--- src/rtl/uart_rx_param.sv ---
// uart_rx_param: oversampling UART receiver with majority vote, parity/framing/overrun status.
// Define UART_RX_BREAK_EN to report break frames on o_break instead of delivering them.
module uart_rx_param #(
    parameter int DATA_W     = 8,
    parameter int OVERSAMPLE = 16,
    parameter int BAUD_DIV   = 4,
    parameter int PARITY     = 1,
    parameter int STOP_BITS  = 1
) (
    input  logic              i_clk,
    input  logic              i_reset,
    input  logic              i_rxd,
    input  logic              i_ready,
    output logic [DATA_W-1:0] o_data,
    output logic              o_valid,
    output logic              o_parity_err,
    output logic              o_frame_err,
    output logic              o_overrun,
`ifdef UART_RX_BREAK_EN
    output logic              o_break,
`endif
    output logic              o_busy
);
    localparam int M  = OVERSAMPLE / 2;
    localparam int TW = $clog2(BAUD_DIV);
    localparam int SW = $clog2(OVERSAMPLE);
    localparam int CW = $clog2(DATA_W + 1);

    typedef enum logic [2:0] {IDLE, START, DATA, PAR, STOP} state_t;

    state_t            state;
    logic              sync1, sync2, line_prev;
    logic [1:0]        warm;
    logic [TW-1:0]     tick_cnt;
    logic [SW-1:0]     samp_cnt;
    logic [CW-1:0]     bit_cnt;
    logic [DATA_W-1:0] shreg;
    logic              par_bit, ferr, samp_a, samp_b, done;
    logic              tick, decide, vote, fall, perr, brk;

    assign tick   = (state != IDLE) && (tick_cnt == TW'(BAUD_DIV - 1));
    assign decide = tick && (samp_cnt == SW'(M + 1));
    assign vote   = (samp_a & samp_b) | (samp_a & sync2) | (samp_b & sync2);
    assign fall   = line_prev & ~sync2;
    assign perr   = (PARITY == 1) ? ^{shreg, par_bit} : (PARITY == 2) ? ~^{shreg, par_bit} : 1'b0;
    assign o_busy = state != IDLE;

`ifdef UART_RX_BREAK_EN
    logic stop0;
    assign brk = ~|shreg & ((PARITY == 0) | ~par_bit) & stop0;
`else
    assign brk = 1'b0;
`endif

    // Edge register only trusts the line once the synchroniser holds real samples,
    // so a line held low through reset release never looks like a start edge.
    always_ff @(posedge i_clk or negedge i_reset) begin
        if (!i_reset) begin
            sync1     <= 1'b1;
            sync2     <= 1'b1;
            warm      <= '0;
            line_prev <= 1'b0;
        end else begin
            sync1     <= i_rxd;
            sync2     <= sync1;
            warm      <= {warm[0], 1'b1};
            line_prev <= warm[1] & sync2;
        end
    end

    always_ff @(posedge i_clk or negedge i_reset) begin
        if (!i_reset) begin
            state    <= IDLE;
            tick_cnt <= '0;
            samp_cnt <= '0;
            bit_cnt  <= '0;
            shreg    <= '0;
            par_bit  <= 1'b0;
            ferr     <= 1'b0;
            samp_a   <= 1'b0;
            samp_b   <= 1'b0;
            done     <= 1'b0;
`ifdef UART_RX_BREAK_EN
            stop0    <= 1'b0;
`endif
        end else begin
            done <= 1'b0;
            if (state == IDLE) begin
                tick_cnt <= '0;
                samp_cnt <= '0;
                if (fall) state <= START;
            end else begin
                tick_cnt <= tick ? '0 : tick_cnt + 1'b1;
                if (tick) begin
                    samp_cnt <= (samp_cnt == SW'(OVERSAMPLE - 1)) ? '0 : samp_cnt + 1'b1;
                    if (samp_cnt == SW'(M - 1)) samp_a <= sync2;
                    if (samp_cnt == SW'(M)) samp_b <= sync2;
                end
                if (decide) begin
                    case (state)
                        START: begin
                            state   <= vote ? IDLE : DATA;
                            bit_cnt <= '0;
                            ferr    <= 1'b0;
                        end
                        DATA: begin
                            shreg   <= {vote, shreg[DATA_W-1:1]};
                            bit_cnt <= bit_cnt + 1'b1;
                            if (bit_cnt == CW'(DATA_W - 1)) begin
                                bit_cnt <= '0;
                                state   <= (PARITY != 0) ? PAR : STOP;
                            end
                        end
                        PAR: begin
                            par_bit <= vote;
                            state   <= STOP;
                        end
                        STOP: begin
                            ferr    <= ferr | ~vote;
`ifdef UART_RX_BREAK_EN
                            if (bit_cnt == '0) stop0 <= ~vote;
`endif
                            bit_cnt <= bit_cnt + 1'b1;
                            if (bit_cnt == CW'(STOP_BITS - 1)) begin
                                state <= IDLE;
                                done  <= 1'b1;
                            end
                        end
                        default: state <= IDLE;
                    endcase
                end
            end
        end
    end

    // A held, unaccepted word wins over a newly completed one.
    always_ff @(posedge i_clk or negedge i_reset) begin
        if (!i_reset) begin
            o_data       <= '0;
            o_valid      <= 1'b0;
            o_parity_err <= 1'b0;
            o_frame_err  <= 1'b0;
            o_overrun    <= 1'b0;
`ifdef UART_RX_BREAK_EN
            o_break      <= 1'b0;
`endif
        end else begin
            o_overrun <= 1'b0;
`ifdef UART_RX_BREAK_EN
            o_break   <= done & brk;
`endif
            if (o_valid && i_ready) o_valid <= 1'b0;
            if (done && !brk) begin
                if (o_valid && !i_ready) begin
                    o_overrun <= 1'b1;
                end else begin
                    o_data       <= shreg;
                    o_parity_err <= perr;
                    o_frame_err  <= ferr;
                    o_valid      <= 1'b1;
                end
            end
        end
    end
endmodule

--- config.mk ---
export PLATFORM = sky130hd
export DESIGN_NAME = uart_rx_param
export DESIGN_NICKNAME = d
export VERILOG_FILES = /design/src/rtl/uart_rx_param.sv
export SDC_FILE = /design/constraint.sdc
export NUM_CORES = 1
export LEC_CHECK = 0
export ABC_AREA = 1
export CAP_MARGIN = 20
export CORE_ASPECT_RATIO = 2
export CORE_MARGIN = 1.5
export CORE_UTILIZATION = 60
export CTS_CLUSTER_SIZE = 8
export DETAILED_ROUTE_END_ITERATION = 8
export PLACE_DENSITY = 0.88
export SLEW_MARGIN = 20
export SYNTH_ARGS = -nofsm -noshare
export SYNTH_HDL_FRONTEND = slang
export SYNTH_SLANG_ARGS = --single-unit
--- constraint.sdc ---
create_clock -name i_clk -period 3.68 [get_ports i_clk]
set_clock_uncertainty 0.15 [all_clocks]
set_input_delay 0.92 -clock i_clk [delete_from_list [all_inputs] [get_ports i_clk]]
set_output_delay 0.92 -clock i_clk [all_outputs]
set_load 0.1 [all_outputs]
==> results.toml <==
[run_status]
status = "finished with violations"
violations_in_the_final_reports = "design-rule violations"

[placement]
place_hpwl_um = 2640
final_weighted_congestion_in_routability_driven_placement = 0.793
io_buffer_count = 16
place_ws_ps = 1170
dpl-instance-area_um2 = 2220

[drt]
detailroute.wirelength.met2_um = 1970
drc = 5
starting_drc_count_in_detailed_routing = 35
route.detailed.wl_per_inst_um = 12.0
drt-pass1-iter-count = 6
met1_layer_wirelength_in_the_final_routing_um = 1370
maxUsedRoutingLayer = "met4"
finalWirelength_um = 3550
vias_per_cell = 5.18
postRouteAntennaNets = 0
met3RoutedLength_um = 76
routed-via-count = 1538

[clock_tree]
cts.sinks = 43
clock_insertion_delay_worst_skew_ps = 290
postCtsHoldBufs = 0
cts_root_buf = "clkbuf_8"
htreeDepth = 2
cts_inserted_buffers = 5
clk_transition_reported_paths_ps = 70
postCtsSetupBuffers = 0
cts.repair.resized = 0
tritoncts = "yes"
clk_path_buf_depth = 2

[floorplanning]
placementRows = 30
std_cell_core_area_um2 = 3340
io_pins = 17
initial_core_utilization = 0.622
die_x_um = 44.6
design.die.area_um2 = 3850
die_h_um = 86.3

[setup_path]
critPathMaxFanout = 7
critical_path.top_delay_family = "flip-flops"
worst-path-buf-inv = 1
cp-end-kind = "primary output"
critPathLaunchType = "flop"
timing.critical_path.cells = "nor2_4 > nand2_4 > buf_4"
cp.required_ps = 2610
startpoint = "state[2]$_DFFE_PN0P_"
worstReg2RegStart = "state[2]$_DFFE_PN0P_"
critPathKind = "flop to primary output"
arrival_ps = 1280
timing.critical_path.slowest_stage_cell = "dfrtp_1"
critical_path.max_stage_delay_ps = 450

[pwr]
p_leak_nw = 1.22
power-per-cell-area_nw_per_um2 = 496
ir_drop_uv = 649
total_power_w = 0.00115

[finish]
num_antenna_cells = 0
utilization = 0.696
final_area_um2 = 2320
layout.nets = 275
layout_cells_sized_above_1 = 0.170
area_growth_pct = 11.8

[timing]
finalSetupViolations = 0
setup_tns_ps = 0
layout_setup_ws_ps = 1330
slew_at_the_pin_with_the_worst_max_slew_slack_ps = 937
final_max_slew_viol_count = 0
max_clock_freq_ghz = 0.426
worst_slew_margin_rel = 0.375
rsz0062_at_grt = "false"
final-hold-violation-count = 0
period_minus_slack_ps = 2350
post-route-period-util = 0.638

[yosys]
post-synth-top-area-cell = "dfrtp_1"
synthesis.area_um2 = 2080
predominant_post_synthesis_flop_cell = "dfrtp_1"
synthArstFlopShare = 1.00
netlist.area_leader.share = 0.493
count_of_flip_flops_with_a_built_in_enable_after_synthesis = 0
synth_top_cells_by_count = "nand2_1 (86), dfrtp_1 (41), inv_1 (28)"
seq_area_frac_synth = 0.519
synth_cells = 245
synth.yosys.warnings = 0
mappedNetlistNets = 255
synth.most_common_cell = "nand2_1"
synth-seq-cells = 43
post_synth.cell_area_avg_um2 = 8.49
cell_types_occupying_the_most_area_after_synthesis = "dfrtp_1 (49%), nand2_1 (16%), inv_1 (5.1%), ha_1 (3.6%), o21ai_2 (3.4%)"
ys_types = 30

[worst_hold_path]
hp_class = "flop to flop"
worstHoldStart = "sync1$_DFF_PN1_"

[global_route]
grt_overflow = 0
largest_net_degree_at_the_start_of_global_routing = 44
first_global_vias = 1511
wire_length_of_the_first_global_routing_pass_um = 6230
global_route.usage.total = 0.218
grt_antenna_before_repair = 0

[flow_run]
max-cap-violations = 0
-- worst paths after layout --
check                      slack, ps                endpoint  cells past startpoint
hold / removal                   210         sync2$_DFF_PN1_                      0
min in group asynchronous        620       o_valid$_DFF_PN0_                      1
max in group asynchronous       2180  bit_cnt[1]$_DFFE_PN0P_                      1
setup reg to reg                2150  bit_cnt[0]$_DFFE_PN0P_                      9
setup / recovery                1330                  o_busy                      3
hold reg to reg                  210         sync2$_DFF_PN1_                      0
-- area by class of cell --
class                           count  area, um^2
Fill cell                         268        1020
Clock buffer                        6        72.6
Multi-Input combinational cell    166         855
Clock inverter                      1        30.0
Timing Repair Buffer               16         123
Tap cell                           32        40.0
Sequential cell                    43        1080
Inverter                           33         126
-- state kept, by name (all words and copies together) (netlist names) --
signal        flops
o_data            8
sync1             1
warm              2
bit_cnt           4
done              1
sync2             1
ferr              1
line_prev         1
o_parity_err      1
o_frame_err       1
o_overrun         1
samp_cnt          4
o_valid           1
shreg             8
samp_b            1
state             3
par_bit           1
samp_a            1
tick_cnt          2
-- layer usage --
layer  up-vias  track usage
li1        795            -
met1       708        0.223
met2        24        0.389
met3        11       0.0396
met4         0        0.124
met5         -            0
-- cell usage in the layout, fill, tap and decap left out, drive strengths merged --
master,count
o21bai,1
nand2,91
xor2,2
buf,14
a31oi,1
xnor2,1
inv,33
bufinv,1
conb,1
o21ai,24
nand3,13
nand4,1
o21a,1
ha,6
mux2,1
dfrtp,41
a21oi,5
nor2,15
clkbuf,6
clkdlybuf4s50,2
nor3,2
a21boi,1
dfstp,2
-- report_power, final --
group / switching, W / internal [W]
sequential: 0.0000242 / 0.000503
combinational: 0.000199 / 0.0000755
clock: 0.000152 / 0.000199
total: 0.000375 / 0.000778
-- kinds of logic (layout without fill, tap and decap cells) --
logic type               after synthesis  count (layout)  share of synthesized area
AO/OA/AOI/OAI                         33              33                     0.0981
XOR/XNOR                               3               3                     0.0126
adder cells (fa/ha/maj)                6               6                     0.0361
buffers and inverters                 36              56                     0.0704
flip-flops                            43              43                      0.519
multiplexers                           1               1                    0.00541
other                                  1               1                    0.00180
AND/OR/NAND/NOR                      122             122                      0.257
-- metrics by stage --
step | hold slack, ps | instances
final | 207 | 297
after global routing | 218 | 297
after CTS | 209 | 297
after detailed placement | 197 | 290
after global placement | 182 | 290
after floorplan | 181 | 245
No activity file was read; power rests on OpenSTA's default activity.
